==> config.mk <==
export PLATFORM = sky130hd
export DESIGN_NAME = mul_tc_16x16
export DESIGN_NICKNAME = d
export VERILOG_FILES = /design/src/rtl/mul_tc_16x16.sv
export SDC_FILE = /design/constraint.sdc
export NUM_CORES = 1
export LEC_CHECK = 0
export CORE_MARGIN = 8
export CORE_UTILIZATION = 50
export DETAILED_ROUTE_END_ITERATION = 10
export GPL_TIMING_DRIVEN = 0
export PLACE_DENSITY = 0.76
export SLEW_MARGIN = 0
export SYNTH_ARGS = -nofsm -noshare
export SYNTH_HDL_FRONTEND = slang
export SYNTH_SLANG_ARGS = --single-unit
==> constraint.sdc <==
create_clock -name vclk -period 13
set_input_delay 1.95 -clock vclk [all_inputs]
set_output_delay 1.95 -clock vclk [all_outputs]
set_load 0.05 [all_outputs]
==> src/rtl/mul_tc_16x16.sv <==
// Signed 16x16 -> 32 multiplier: radix-4 Booth rows, 3:2 carry-save tree, Kogge-Stone final adder.
// Define MUL_TC_PIPE_EN to register the product (1-cycle latency, sync active-high rst to 0).

module csa32 (
    input  logic [31:0] x,
    input  logic [31:0] y,
    input  logic [31:0] z,
    output logic [31:0] s,
    output logic [31:0] c
);
    // The majority out of bit 31 would land at bit 32, which the mod-2^32 result drops.
    logic [30:0] maj;

    assign s   = x ^ y ^ z;
    assign maj = (x[30:0] & y[30:0]) | (x[30:0] & z[30:0]) | (y[30:0] & z[30:0]);
    assign c   = {maj, 1'b0};
endmodule

module mul_tc_16x16 (
    input  logic        clk,
    input  logic        rst,
    input  logic [15:0] a,
    input  logic [15:0] b,
    output logic [31:0] product
);
    // Sum over rows of -2^(16+2i): the constant half of the sign-extension trick.
    localparam logic [31:0] SIGN_CONST = 32'hAAAB_0000;

    genvar gi, gl;

    logic [16:0]      a_ext;
    logic [16:0]      a_dbl;
    logic [16:0]      b_ext;
    logic [7:0]       neg_vec;
    logic [8:0][31:0] pp_row;
    logic [31:0]      corr_row;

    assign a_ext = {a[15], a};
    assign a_dbl = {a, 1'b0};
    assign b_ext = {b, 1'b0};

    generate
        for (gi = 0; gi < 8; gi++) begin : g_booth
            logic [2:0]  grp;
            logic        sel_one;
            logic        sel_two;
            logic [16:0] mult;
            logic [16:0] pp;

            assign grp     = b_ext[2*gi+2 -: 3];
            assign sel_one = grp[1] ^ grp[0];
            assign sel_two = (grp == 3'b011) || (grp == 3'b100);
            // 111 selects zero, so it is kept positive to avoid a spurious all-ones row.
            assign neg_vec[gi] = grp[2] & ~(grp[1] & grp[0]);
            assign mult = sel_one ? a_ext : (sel_two ? a_dbl : 17'd0);
            assign pp   = mult ^ {17{neg_vec[gi]}};
            assign pp_row[gi] = {15'd0, ~pp[16], pp[15:0]} << (2 * gi);
        end
    endgenerate

    // Negation +1 bits sit on even positions 0..14, the sign constant on 16..31: no overlap.
    always_comb begin
        corr_row = SIGN_CONST;
        for (int i = 0; i < 8; i++) begin
            corr_row[2*i] = neg_vec[i];
        end
    end

    assign pp_row[8] = corr_row;

    // Reduction 9 -> 6 -> 4 -> 3 -> 2.
    logic [5:0][31:0] l1_row;
    logic [3:0][31:0] l2_row;
    logic [2:0][31:0] l3_row;
    logic [31:0]      red_s;
    logic [31:0]      red_c;

    generate
        for (gi = 0; gi < 3; gi++) begin : g_l1
            csa32 u_csa (
                .x(pp_row[3*gi]),
                .y(pp_row[3*gi+1]),
                .z(pp_row[3*gi+2]),
                .s(l1_row[2*gi]),
                .c(l1_row[2*gi+1])
            );
        end
        for (gi = 0; gi < 2; gi++) begin : g_l2
            csa32 u_csa (
                .x(l1_row[3*gi]),
                .y(l1_row[3*gi+1]),
                .z(l1_row[3*gi+2]),
                .s(l2_row[2*gi]),
                .c(l2_row[2*gi+1])
            );
        end
    endgenerate

    csa32 u_csa_l3 (
        .x(l2_row[0]),
        .y(l2_row[1]),
        .z(l2_row[2]),
        .s(l3_row[0]),
        .c(l3_row[1])
    );

    assign l3_row[2] = l2_row[3];

    csa32 u_csa_l4 (
        .x(l3_row[0]),
        .y(l3_row[1]),
        .z(l3_row[2]),
        .s(red_s),
        .c(red_c)
    );

    // Kogge-Stone carry network; carry-in is zero so group generate equals carry.
    logic [5:0][31:0] g_lvl;
    logic [4:0][31:0] p_lvl;
    logic [31:0]      sum_final;

    assign g_lvl[0] = red_s & red_c;
    assign p_lvl[0] = red_s ^ red_c;

    generate
        for (gl = 0; gl < 5; gl++) begin : g_ks
            localparam int D = 1 << gl;
            for (gi = 0; gi < 32; gi++) begin : g_bit
                if (gi >= D) begin : g_merge
                    assign g_lvl[gl+1][gi] = g_lvl[gl][gi] | (p_lvl[gl][gi] & g_lvl[gl][gi-D]);
                    if (gl < 4) begin : g_p
                        assign p_lvl[gl+1][gi] = p_lvl[gl][gi] & p_lvl[gl][gi-D];
                    end
                end else begin : g_pass
                    assign g_lvl[gl+1][gi] = g_lvl[gl][gi];
                    if (gl < 4) begin : g_p
                        assign p_lvl[gl+1][gi] = p_lvl[gl][gi];
                    end
                end
            end
        end
    endgenerate

    assign sum_final = p_lvl[0] ^ {g_lvl[5][30:0], 1'b0};

`ifdef MUL_TC_PIPE_EN
    logic [31:0] product_reg;
    logic        unused_sig;

    always_ff @(posedge clk) begin
        if (rst) begin
            product_reg <= '0;
        end else begin
            product_reg <= sum_final;
        end
    end

    assign product    = product_reg;
    assign unused_sig = g_lvl[5][31];
`else
    logic unused_sig;

    assign product    = sum_final;
    assign unused_sig = &{1'b0, clk, rst, g_lvl[5][31]};
`endif

endmodule

Word level (Yosys, flattened, before mapping)
Index checks and enable logic that the tools add are counted.
- equal/unequal tests: 15
- multiplexer cells: 16
- bitwise gates (word level): 438
- reductions and logical operators: 7
- operators with widths (kind ; count):
    $or 31x31->31 ; 14
    $and 31x31->31 ; 13
    $xor 32x32->32 ; 11
    $mux 17 ; 16
    $and 1x1->1 ; 232
    $xor 17x17->17 ; 8
    $or 1x1->1 ; 124
    $xor 32x21->32 ; 1
    $xor 32x27->32 ; 1
    $and 29x31->31 ; 1
    $and 31x30->31 ; 1
    $xor 29x31->31 ; 1
    $and 29x30->30 ; 1
    $and 23x27->27 ; 1
    $and 25x27->27 ; 1
    $and 23x25->25 ; 1
    $xor 23x25->25 ; 1
    $and 17x21->21 ; 1
    $and 19x21->21 ; 1
    $eq 3x2->1 const B ; 7
    $eq 3x3->1 const B ; 7
    $and 17x19->19 ; 1
    $xor 17x19->19 ; 1
    $not 1->1 ; 15
    other kinds (3) ; 15
- bits in registers: 0
- bits of input ports: 34
- output and inout port bits: 32
- logic and storage cells: 476

Depth between registers and ports, before layout
- depth in word-level cells: 29
- gate-level depth with buffers: 25
- gate-level depth less buffers: 22

Hierarchy
A second synthesis with hierarchy kept.
- cell total of the unflattened synthesis: 1392
- area total of the unflattened synthesis: 11512.3 um2
- by module, submodules not included (module ; times used ; cells each ; area an instance (um2) ; sequential area each (um2)):
    mul_tc_16x16 ; 1 ; 1154 ; 6922.9 ; 0.0
    csa32 ; 7 ; 34 ; 655.6 ; 0.0

Worst setup path before layout
Ideal clock, no wire load.
- kind: input to output
- from: input b[3]
- to: output product[28]
- data arrival time: 8470 ps
- data required time: 11050 ps
- setup slack: 2580 ps
- stages on the path: 23
- buffers on the path: 3
- cell sequence: inv_2 -> buf_1 -> ha_1 -> or2_2 -> nor2_1 -> clkbuf_1 -> a21oi_1 -> o22ai_1 -> a211oi_1 -> fa_1 -> inv_1 -> fa_1 -> fa_1 -> fa_1 -> inv_1 -> ha_1 -> clkbuf_1 -> nand4_1 -> or3_1 -> a2bb2oi_1 -> a21oi_1 -> nor4_1 -> a311oi_1
- cells in the longest elaborated chain, start to end: 28
- RTL lines (element ; RTL line ; RTL):
    start: declaration ; 23 ; input logic [15:0] b,
    $eq 3x2->1 or $eq 3x3->1 (tied branches) ; 52 ; assign sel_two = (grp == 3'b011) || (grp == 3'b100);
    $logic_or 1x1->1 ; 52 ;
    $mux 17 (2 in series) ; 55 ; assign mult = sel_one ? a_ext : (sel_two ? a_dbl : 17'd0);
    $xor 17x17->17 ; 56 ; assign pp = mult ^ {17{neg_vec[gi]}};
    $and 17x19->19 or $and 17x21->21 (tied branches) ; 15 ; assign maj = (x[30:0] & y[30:0]) | (x[30:0] & z[30:0]) | (y[30:0] & z[30:0]);
    $or 31x31->31 (2 in series) ; 15 ;
    $and 31x31->31 ; 15 ;
    $or 31x31->31 (2 in series) ; 15 ;
    [9 not listed] ; - ;
    $and 1x1->1 ; 130 ; assign g_lvl[gl+1][gi] = g_lvl[gl][gi] | (p_lvl[gl][gi] & g_lvl[gl][gi-D]);
    $or 1x1->1 ; 130 ;
    $and 1x1->1 ; 130 ;
    $or 1x1->1 ; 130 ;
    $and 1x1->1 ; 130 ;
    $or 1x1->1 ; 130 ;
    $or 1x1->1 * ; 130 ;
    $xor 32x32->32 * ; 144 ; assign sum_final = p_lvl[0] ^ {g_lvl[5][30:0], 1'b0};
    end: declaration ; 24 ; output logic [31:0] product
Every way passes the cells marked *; elsewhere a longest branch is shown, timed or not.

Worst setup path in the final report
Same ends and word-level chain as after synthesis.

==> results.toml <==
[detailed_routing]
wl_um = 38200
first_pass_iters = 9
viasPerCell = 6.48
via_count = 10600
post-route-drc-count = 0
drt_iter0_markers = 1115
post_drt_wl_per_cell_um = 23.2
detail-route-antenna-nets = 0

[timing]
setup_viol = 0
timing.setup.tns_ps = 0
slew_violations = 0
slew_headroom = 0.260
fmax_ghz = 0.0834
hold_viol = 0
min_period_ps = 11990
rsz0062_at_grt = "no"
period_share = 0.922
tightest_slew_ps = 1110

[clock_network]
hold_buffers = 0
cts_resized = 0
post_cts_buffers = 0

[floorplan]
die_w_um = 153
start_util = 0.504
die_area_um2 = 23300
die_h_um = 153
row_count = 50
coreArea_um2 = 18500
io_pins = 66

[global_route]
gr-usage-met3 = 0.0652
grtUsageTotal = 0.314
met1_usage = 0.393
busiest_layer = "met2"
grt_max_degree = 11
use_met2 = 0.490
antenna_found_initial = 3
grt_pass1_wl_um = 57900
grt_pass1_vias = 9850
grt-ovfl-total = 0

[setup_path]
critPathKind = "primary input to primary output"
worstPathMaxFanout = 10
arrival_ps = 10040
start_kind = "primary input"
cp-end-kind = "primary output"
cp.required_ps = 11050

[yosys]
syn_nets = 1561
ys_seq_area_frac = 0
ys_top_cells_by_area = "fa_1, ha_1, a211oi_1, a21oi_1, xnor2_1"
ys_warn_count = 0
synth_top_area_cell = "fa_1"
syn_inst = 1347
avgSynthCellArea_um2 = 6.94
synthDistinctLibCells = 59
synth.top_cell.area_share = 0.182
synth_area_um2 = 9340

[finish]
nClkBuffers = 0
ff_latch_area_um2 = 0
layout.nets = 1625
seq_cells = 0
syn_to_final_growth_pct = 9.78
drive_gt1_frac = 0.0128
final.fill_count = 1889
antenna_cells = 0

[run_status]
outcome = "finished clean"

[placed_design]
routabilityCongestion = 1.03
hpwl_um = 30000
io_buffers = 62

[flow_run]
maxCapViolCount = 0

[min_path]
hp-class = "primary input to primary output"
## kinds of logic (layout without fill, tap and decap cells)
family,Yosys count,after routing,share of synthesized area
adders and majority gates,180,180,0.309
AOI/OAI and AO/OA,487,487,0.337
buffers and inverters,301,363,0.122
xor gates and xnor gates,109,109,0.102
and+or+nand+nor,267,267,0.126
muxes,3,3,0.00348
## routing by layer
metal / wire length (um) / vias up / part of all wire
li1: - / 4858 / -
met1: 14400 / 4944 / 0.38
met2: 16700 / 677 / 0.44
met3: 4330 / 156 / 0.11
met4: 2690 / 6 / 0.070
met5: 41 / - / 0.0011
## critical path: stages
cell and delay, ps:
clkdlybuf4s50_1 560, inv_2 220, buf_1 460, ha_1 360
or2_2 340, nor2_1 300, clkbuf_1 420, a21oi_1 80
o22ai_1 190, a211oi_1 140, fa_1 590, inv_1 50
fa_1 490, fa_1 430, fa_1 490, inv_1 40
ha_1 270, clkbuf_1 320, nand4_1 200, or3_1 330
a2bb2oi_1 180, a21oi_1 400, nor4_1 100, a311oi_1 270
clkdlybuf4s50_1 850
## cells in the mapped netlist, drive strengths merged (7+ instances only)
library cell	number
inv	159
a21oi	155
clkbuf	121
a211oi	113
nand2	97
ha	95
nor2	95
o21ai	88
fa	85
xnor2	84
a311oi	60
xor2	25
nand3	23
buf	20
o22ai	15
a21o	12
a31oi	8
nand2b	8
nor3	8
nand4	7
nor2b	7
## cell type report
| class | count | area [um^2] | share of cell area |
|---|---|---|---|
| plain buffers | 141 | 539 | 0.0526 |
| inverters | 160 | 601 | 0.0586 |
| multi-input cells | 1046 | 8200 | 0.800 |
| well taps | 234 | 293 | 0.0286 |
| repair buffers | 62 | 621 | 0.0605 |
## through the flow
step                       util  hold WS [ps]  cell area [um^2]  instances  setup WS, ps
after floorplan               -          4320              9340       1347          2580
after global placement    0.554          5300             10300       1643          1180
after detailed placement  0.554          5300             10300       1643          1100
after CTS                 0.554          5310             10300       1643          1090
after global routing      0.554          5370             10300       1643           678
final                     0.554          5300             10300       1643          1010
## layout by cell type, fill, tap and decap left out, types with 6 or more instances in the layout
cell type,netlist,final
a22oi_1,6,6
o21ai_1,7,7
a21o_1,12,12
fa_1,85,85
nor2b_1,7,7
a21oi_1,154,154
o22ai_1,15,15
nand2_1,97,97
clkbuf_1,121,121
buf_1,17,17
xor2_1,25,25
nand2b_1,7,7
o21ai_0,81,81
ha_1,95,95
a31oi_1,8,8
o31ai_1,6,6
nor2_1,95,95
inv_1,154,154
nand3_1,23,23
clkdlybuf4s50_1,0,62
nand4_1,7,7
a311oi_1,59,59
a211oi_1,113,113
nor3_1,8,8
xnor2_1,84,84
## worst paths after layout
check / slack, ps / startpoint / cells past startpoint / to
max: 1010 / b[3] / 25 / product[28]
min: 5300 / b[0] / 4 / product[1]
Power is left out: the tool's default activity adds up to more than one toggle a clock period on the data nets, which glitch-free logic cannot reach.
